## src/rtl/fetch_controller.sv

```systemverilog
// fetch_controller: instruction fetch/decode sequencer driving PC pulses and execute handshake
module fetch_controller #(
  parameter int ADDR_W = 6,
  parameter int DATA_W = 8
) (
  input  logic              clk,
  input  logic              reset,
  input  logic [ADDR_W-1:0] pc_addr,
  output logic              mem_req,
  output logic [ADDR_W-1:0] mem_addr,
  input  logic              mem_ack,
  input  logic [DATA_W-1:0] mem_data,
  output logic              incPC,
  output logic              loadPC,
  output logic [ADDR_W-1:0] address,
  output logic [DATA_W-1:0] ir,
  output logic              exec_valid,
  input  logic              exec_done,
  output logic              halted
);
  typedef enum logic [2:0] {IDLE, FETCH, DECODE, EXEC, HALT} state_t;
  localparam logic [1:0] OP_JMP = 2'b10;
  localparam logic [1:0] OP_HALT = 2'b11;
  state_t state, state_n;
  logic [DATA_W-1:0] ir_n;
  logic [ADDR_W-1:0] mem_addr_n;
  logic [1:0] op, op_n;
  assign op = ir[DATA_W-1 -: 2];
  assign op_n = ir_n[DATA_W-1 -: 2];
  // next state, next instruction register and next fetch address
  always_comb begin
    state_n = state;
    ir_n = ir;
    mem_addr_n = mem_addr;
    unique case (state)
      IDLE: begin
        state_n = FETCH;
        mem_addr_n = pc_addr;
      end
      FETCH: begin
        state_n = mem_ack ? DECODE : FETCH;
        ir_n = mem_ack ? mem_data : ir;
      end
      DECODE: state_n = op == OP_HALT ? HALT : op == OP_JMP ? IDLE : EXEC;
      EXEC: state_n = exec_done ? IDLE : EXEC;
      HALT: state_n = HALT;
      default: state_n = IDLE;
    endcase
  end
  // state and all outputs registered from the next state so outputs are glitch-free Moore
  always_ff @(posedge clk or negedge reset) begin
    if (!reset) begin
      state <= IDLE;
      ir <= '0;
      mem_addr <= '0;
      mem_req <= 1'b0;
      incPC <= 1'b0;
      loadPC <= 1'b0;
      address <= '0;
      exec_valid <= 1'b0;
      halted <= 1'b0;
    end else begin
      state <= state_n;
      ir <= ir_n;
      mem_addr <= mem_addr_n;
      mem_req <= state_n == FETCH;
      incPC <= state_n == DECODE && !op_n[1];
      loadPC <= state_n == DECODE && op_n == OP_JMP;
      address <= state_n == DECODE && op_n == OP_JMP ? ir_n[ADDR_W-1:0] : address;
      exec_valid <= state_n == EXEC;
      halted <= state_n == HALT;
    end
  end
endmodule

```

## config.mk

```make
export PLATFORM = sky130hd
export DESIGN_NAME = fetch_controller
export DESIGN_NICKNAME = d
export VERILOG_FILES = /design/src/rtl/fetch_controller.sv
export SDC_FILE = /design/constraint.sdc
export NUM_CORES = 1
export LEC_CHECK = 0
export BUFFER_PORTS_ARGS = -buffer_cell sky130_fd_sc_hd__buf_4
export CAP_MARGIN = 0
export CORE_UTILIZATION = 46
export CTS_CLUSTER_SIZE = 10
export DETAILED_ROUTE_END_ITERATION = 8
export PLACE_DENSITY = 0.77
export SYNTH_ARGS = -nofsm -noshare
export SYNTH_HDL_FRONTEND = slang
export SYNTH_SLANG_ARGS = --single-unit
```

## constraint.sdc

```tcl
create_clock -name clk -period 1.8 [get_ports clk]
set_input_delay 0.27 -clock clk [delete_from_list [all_inputs] [get_ports clk]]
set_output_delay 0.27 -clock clk [all_outputs]
set_load 0.02 [all_outputs]
```

==> out/metrics.yaml, run 1 <==
boundaryPins: 43
yosys.area_share.adder_pct: 0
timing.slew.headroom_pct: 74.30
post_cts.repair.setup_buffers: 0
layout.nets: 133
critical_path_cell_by_cell: "nand4bb_1 > or3b_1 > mux2_4"
slowest_stage: "or3b_1"
synth_compound_area_share_pct: 2.367
detailed_route_wl_um: 1746
max-clock-path-buffers: 2
core_um2: 2062
timing_worst_setup_path_type: "register to register"
fin_area_um2: 1449
outcome: "complete, no violations"
worst_case_register_to_register_setup_slack_ns: 0.1
setup_viol: 0
hold_start: "mem_data[7]"
cp-start-kind: "register"
crit_fanout: 7
grt_pass1_vias: 700
power.combinational.fraction_pct: 50.5
synth-simple-area-share_pct: 5.089
setup-tns-final_ns: 0
cts-buffers-inserted: 3
mostFrequentLayoutCell: "buf_4"
timing.fmax_mhz: 587.7
dp_hpwl_um: 1321
placement_rows: 16
syn-mean-instance-area_um2: 16.02
tightest_slew_ns: 0.3856
worst_endpoint_required_time_ns: 2.01
cts.root.buffer_cell: "clkbuf_4"
power_switching_w: 0.0009511
io_buffer_count: 42
synth_top_family_by_area: "multiplexers"
post-place-cells: 136
holdWs_ns: 0.1030
final.setup_skew_ns: 0.001600
synth-seq-area-share_pct: 66.27
power.density_cell_area_nw_per_um2: 1833
global_route_overflow: 0
place_congestion: 0.7963
worstPathArrival_ns: 1.91
grt_start_max_net_pins: 29
place_area_um2: 1416
fin_crit_ns: 1.702
worst-r2r-cell-count: 3
drt_first_pass_iters: 2
timing.critical_path.slowest_cell_delay_ns: 0.58
detailroute.via_count: 669
holdPathStages: 2
leakage_nw: 0.7473
post_drt_via_cell_ratio: 4.779
crit-reg2reg-capture: "address[5]"
synthDistinctLibCells: 18
maxCapViolCount: 0
whs_endpoint: "incPC"
rsz0062_at_grt: "no"
cts_htree_levels: 1
sequentialPowerShare_pct: 40.5
timing.final.crit_share_pct: 94.53
die_area_um2: 2494
die_width_um: 49.94
cellInternalPower_w: 0.001705
clock_sink_count: 28
drive_gt1_share_pct: 60.18
share_of_synthesized_area_spent_on_multiplexers_pct: 24.38
tritoncts: "yes"
postCtsHoldBufs: 1
final_cell_count_no_fill: 140
p_total_w: 0.002656
clock_pin_slew_worst_setup_and_hold_paths_ns: 0.13
wire_per_inst_um: 12.47
worst_skew_pair.late_latency_ns: 0.31
hold_viol_final: 0
critical_path.reg2reg.startpoint: "state[2]"
cts.repair.resized: 0
insertedDiodeCount: 0
critPathCaptureType: "register"
postRouteAntennaNets: 0
drc: 0
first_iter_violations: 2
holdCritPathClass: "primary input to register"
synthesis.yosys.warnings: 0
antenna_found_initial: 0
ir_drop_v: 0.001091
fp.dieH_um: 49.94
finalMaxSlewViolations: 0
grt.total_usage_pct: 16.59
synthXorXnorAreaFrac_pct: 0
grt_pass1_wl_um: 3091
power.switching_fraction_pct: 35.81
postSynthNetCount: 84
synth_cells: 66
area_growth_syn_to_layout_pct: 37.04
power_frac_clock_pct: 9.0
layout_common_cells: "buf_4 (45), dfrtp_1 (28), mux2_2 (14), mux2_4 (6), clkbuf_4 (3)"
starting_density_of_the_core_pct: 51.27
synth.ff_latch_count: 28
post_synthesis_instance_area_um2: 1057
[routing by layer]
metal | part of all wire [%] | vias to the layer above | global-route usage [%]
li1 | - | 322 | -
met1 | 47 | 314 | 21.91
met2 | 45 | 33 | 27.25
met3 | 7.6 | 0 | 4.012
met4 | 0 | 0 | 4.286
met5 | 0 | - | 0
[cell usage after synthesis]
| library cell | n | area share, % |
|---|---|---|
| dfrtp_1 | 28 | 66 |
| or3b_1 | 1 | 0.83 |
| mux2_4 | 6 | 8.5 |
| mux2_2 | 14 | 15 |
| nor3_1 | 1 | 0.47 |
| inv_1 | 2 | 0.71 |
| nor2_1 | 1 | 0.35 |
| a21o_1 | 1 | 0.71 |
| nand2b_1 | 1 | 0.59 |
| buf_4 | 1 | 0.71 |
| nor2b_1 | 1 | 0.59 |
| nand4bb_1 | 1 | 1.1 |
| mux2i_1 | 1 | 0.95 |
| nand3_1 | 1 | 0.47 |
| buf_2 | 1 | 0.47 |
| nand2_1 | 2 | 0.71 |
| a21oi_1 | 2 | 0.95 |
| a211oi_1 | 1 | 0.71 |
[flip-flops by register name (all words and copies together) (netlist names)]
register and count:
ir 8, loadPC 1, state 3, address 6
mem_req 1, mem_addr 6, exec_valid 1, halted 1
incPC 1
[power by group through the flow]
stage	clock, W	combinational [W]	sequential (W)
2_1_floorplan	0	0.000454	0.00141
5_1_grt	0.000278	0.00143	0.00112
4_1_cts	0.000251	0.00136	0.00108
3_5_place_dp	0	0.00136	0.00109
6_report	0.000239	0.00134	0.00107
3_3_place_gp	0	0.00134	0.00108
[cell families (layout without fill, tap and decap cells)]
family	Yosys count	count (layout)
muxes	21	21
AOI/OAI and AO/OA	4	4
buffers and inverters	4	51
DFF	28	28
and+or+nand+nor	9	9
[how the worst max path moves through the flow]
| stage | startpoint | to | slack, ns | cells past startpoint |
|---|---|---|---|---|
| 2_1_floorplan | state[2] | address[0] | 0.27 | 4 |
| 5_1_grt | state[2] | address[1] | 0.02 | 3 |
| 4_1_cts | state[2] | address[2] | 0.09 | 3 |
| 3_3_place_gp | state[2] | address[0] | 0.16 | 3 |
| 3_5_place_dp | state[2] | address[2] | 0.10 | 3 |
| 6_report | state[2] | address[5] | 0.1 | 3 |
[per-stage QoR]
stage	setup WS, ns	util (%)
after floorplan	0.2705	-
after global placement	0.1573	68.69
after detailed placement	0.1046	68.69
after CTS	0.08752	70.27
after global routing	0.02202	70.27
final	0.09844	70.27
[area by class of cell]
cell class / count / area [um^2]
clock buffers: 3 / 22.52
fillers: 163 / 613.1
inverters: 2 / 7.507
multi-input cells: 34 / 336.6
flip-flops and latches: 28 / 700.7
well taps: 27 / 33.78
repair buffers: 46 / 347.8
[worst max-delay path: cells and delay by family (launching register included)]
| family | cells | cell delay [ns] |
|---|---|---|
| muxes | 1 | 0.36 |
| DFF | 1 | 0.44 |
| and+or+nand+nor | 2 | 0.81 |
No activity file was read; power rests on OpenSTA's default activity.
==> run 2: changes to the inputs <==
--- a/config.mk
+++ b/config.mk
@@ -10,6 +10,7 @@
 export CORE_UTILIZATION = 46
 export CTS_CLUSTER_SIZE = 10
 export DETAILED_ROUTE_END_ITERATION = 8
+export GPL_ROUTABILITY_DRIVEN = 0
 export PLACE_DENSITY = 0.77
 export SYNTH_ARGS = -nofsm -noshare
 export SYNTH_HDL_FRONTEND = slang
==> constraint.sdc (replaced) <==
create_clock -name clk -period 1.8 [get_ports clk]
set_input_delay 0.18 -clock clk [delete_from_list [all_inputs] [get_ports clk]]
set_output_delay 0.18 -clock clk [all_outputs]
set_load 0.02 [all_outputs]
==> out/metrics.yaml, run 2 (same netlist as run 1, synthesis figures left out) <==
clock_sink_count: 28
fin_crit_ns: 1.732
drive_gt1_share_pct: 59.82
grt_pass1_vias: 674
starting_density_of_the_core_pct: 51.27
cts.repair.resized: 0
grt_pass1_wl_um: 3118
dp_hpwl_um: 1382
boundaryPins: 43
die_width_um: 49.94
worstPathArrival_ns: 1.94
grt_start_max_net_pins: 29
area_growth_syn_to_layout_pct: 36.33
critical_path_cell_by_cell: "nand4bb_1 > or3b_1 > mux2_4"
timing.fmax_mhz: 577.4
place_area_um2: 1409
outcome: "complete, no violations"
tightest_slew_ns: 0.3887
power.density_cell_area_nw_per_um2: 1838
final.setup_skew_ns: 0.007223
largest_register_ffs: 8
drc: 0
cts.root.buffer_cell: "clkbuf_4"
clock_pin_slew_worst_setup_and_hold_paths_ns: 0.14
post_drt_via_cell_ratio: 4.885
timing.final.crit_share_pct: 96.22
ir_drop_v: 0.001067
top_regs: "ir (8), address (6), mem_addr (6)"
postRouteAntennaNets: 0
timing.critical_path.slowest_cell_delay_ns: 0.58
rsz0062_at_grt: "no"
die_area_um2: 2494
crit_fanout: 7
wire_per_inst_um: 13.04
worst_skew_pair.late_latency_ns: 0.31
cts-buffers-inserted: 3
maxCapViolCount: 0
layout_common_cells: "buf_4 (44), dfrtp_1 (28), mux2_2 (14), mux2_4 (6), clkbuf_4 (3)"
max-clock-path-buffers: 2
placement_rows: 16
setup-tns-final_ns: 0
global_route_overflow: 0
timing_worst_setup_path_type: "register to register"
cp-start-kind: "register"
p_total_w: 0.002650
antenna_found_initial: 0
detailed_route_wl_um: 1813
mostFrequentLayoutCell: "buf_4"
leakage_nw: 0.7426
postLayoutCoreUtil_pct: 69.90
drt_first_pass_iters: 1
top_register: "ir"
holdWs_ns: 0.01114
fin_area_um2: 1441
io_buffer_count: 42
grt.total_usage_pct: 16.95
finalMaxSlewViolations: 0
first_iter_violations: 0
slowest_stage: "or3b_1"
setup_viol: 0
holdCritPathClass: "primary input to register"
timing.slew.headroom_pct: 74.09
fill_cells: 141
tritoncts: "yes"
cts_htree_levels: 1
fp.dieH_um: 49.94
insertedDiodeCount: 0
core_um2: 2062
layout.nets: 132
hold_viol_final: 0
critPathCaptureType: "register"
worst_endpoint_required_time_ns: 2.01
detailroute.via_count: 679
[run 2: cell types whose count changed in the layout (fill, tap and decap cells not counted)]
cell	delta
buf_4	-1
[run 2: stage by stage]
step / setup WS [ns] / cells
6_report: 0.06798 / 139
5_1_grt: 0.002885 / 139
4_1_cts: 0.06678 / 139
3_5_place_dp: 0.08017 / 135
3_3_place_gp: 0.1528 / 135
2_1_floorplan: 0.2705 / 66
[run 2: final timing paths]
| check | cells after the start | slack (ns) | start | to |
|---|---|---|---|---|
| max | 3 | 0.07 | state[2] | address[2] |
| min | 2 | 0.01 | mem_data[7] | incPC |
| max reg2reg | 3 | 0.07 | state[2] | address[2] |
| min reg2reg | 1 | 0.53 | ir[4] | ir[4] |
| max in group asynchronous | 2 | 1.25 | reset | ir[4] |
| min in group asynchronous | 2 | 0.29 | reset | halted |
[run 2: critical path, delay by kind of cell, from the launching register on]
kind	cells	cell delay, ns
and+or+nand+nor	2	0.82
muxes	1	0.36
DFF	1	0.44
[run 2: cell type report]
type | instances | area (um^2) | area share [%]
inverters | 2 | 7.507 | 0.5208
well taps | 27 | 33.78 | 2.344
multi-input cells | 34 | 336.6 | 23.35
clock buffers | 3 | 22.52 | 1.563
repair buffers | 45 | 340.3 | 23.61
flip-flops and latches | 28 | 700.7 | 48.61
[run 2: power by group]
part / total [W] / switching, W / leakage (nW) / internal (W)
Sequential: 0.00110 / 0.000178 / 0.341 / 0.000917
Clock: 0.000242 / 0.000164 / 0.0138 / 0.0000782
Combinational: 0.00131 / 0.000616 / 0.388 / 0.000696
Total: 0.00265 / 0.000959 / 0.743 / 0.00169
[run 2: what timing repair did]
| action | in CTS | in global routing |
|---|---|---|
| setup endpoints to repair | 0 | 0 |
| setup buffers | 0 | 0 |
| hold buffers | 1 | 0 |
| endpoints found under the hold margin | 28 | 0 |
[run 2: layer usage]
| metal | GRT usage, % | wire length [um] | share of wire (%) | up-vias |
|---|---|---|---|---|
| met5 | 0 | 0 | 0 | - |
| met4 | 5.714 | 17 | 0.94 | 0 |
| met3 | 3.704 | 136 | 7.5 | 2 |
| met2 | 28.60 | 822 | 45 | 35 |
| met1 | 21.43 | 837 | 46 | 319 |
| li1 | - | - | - | 323 |
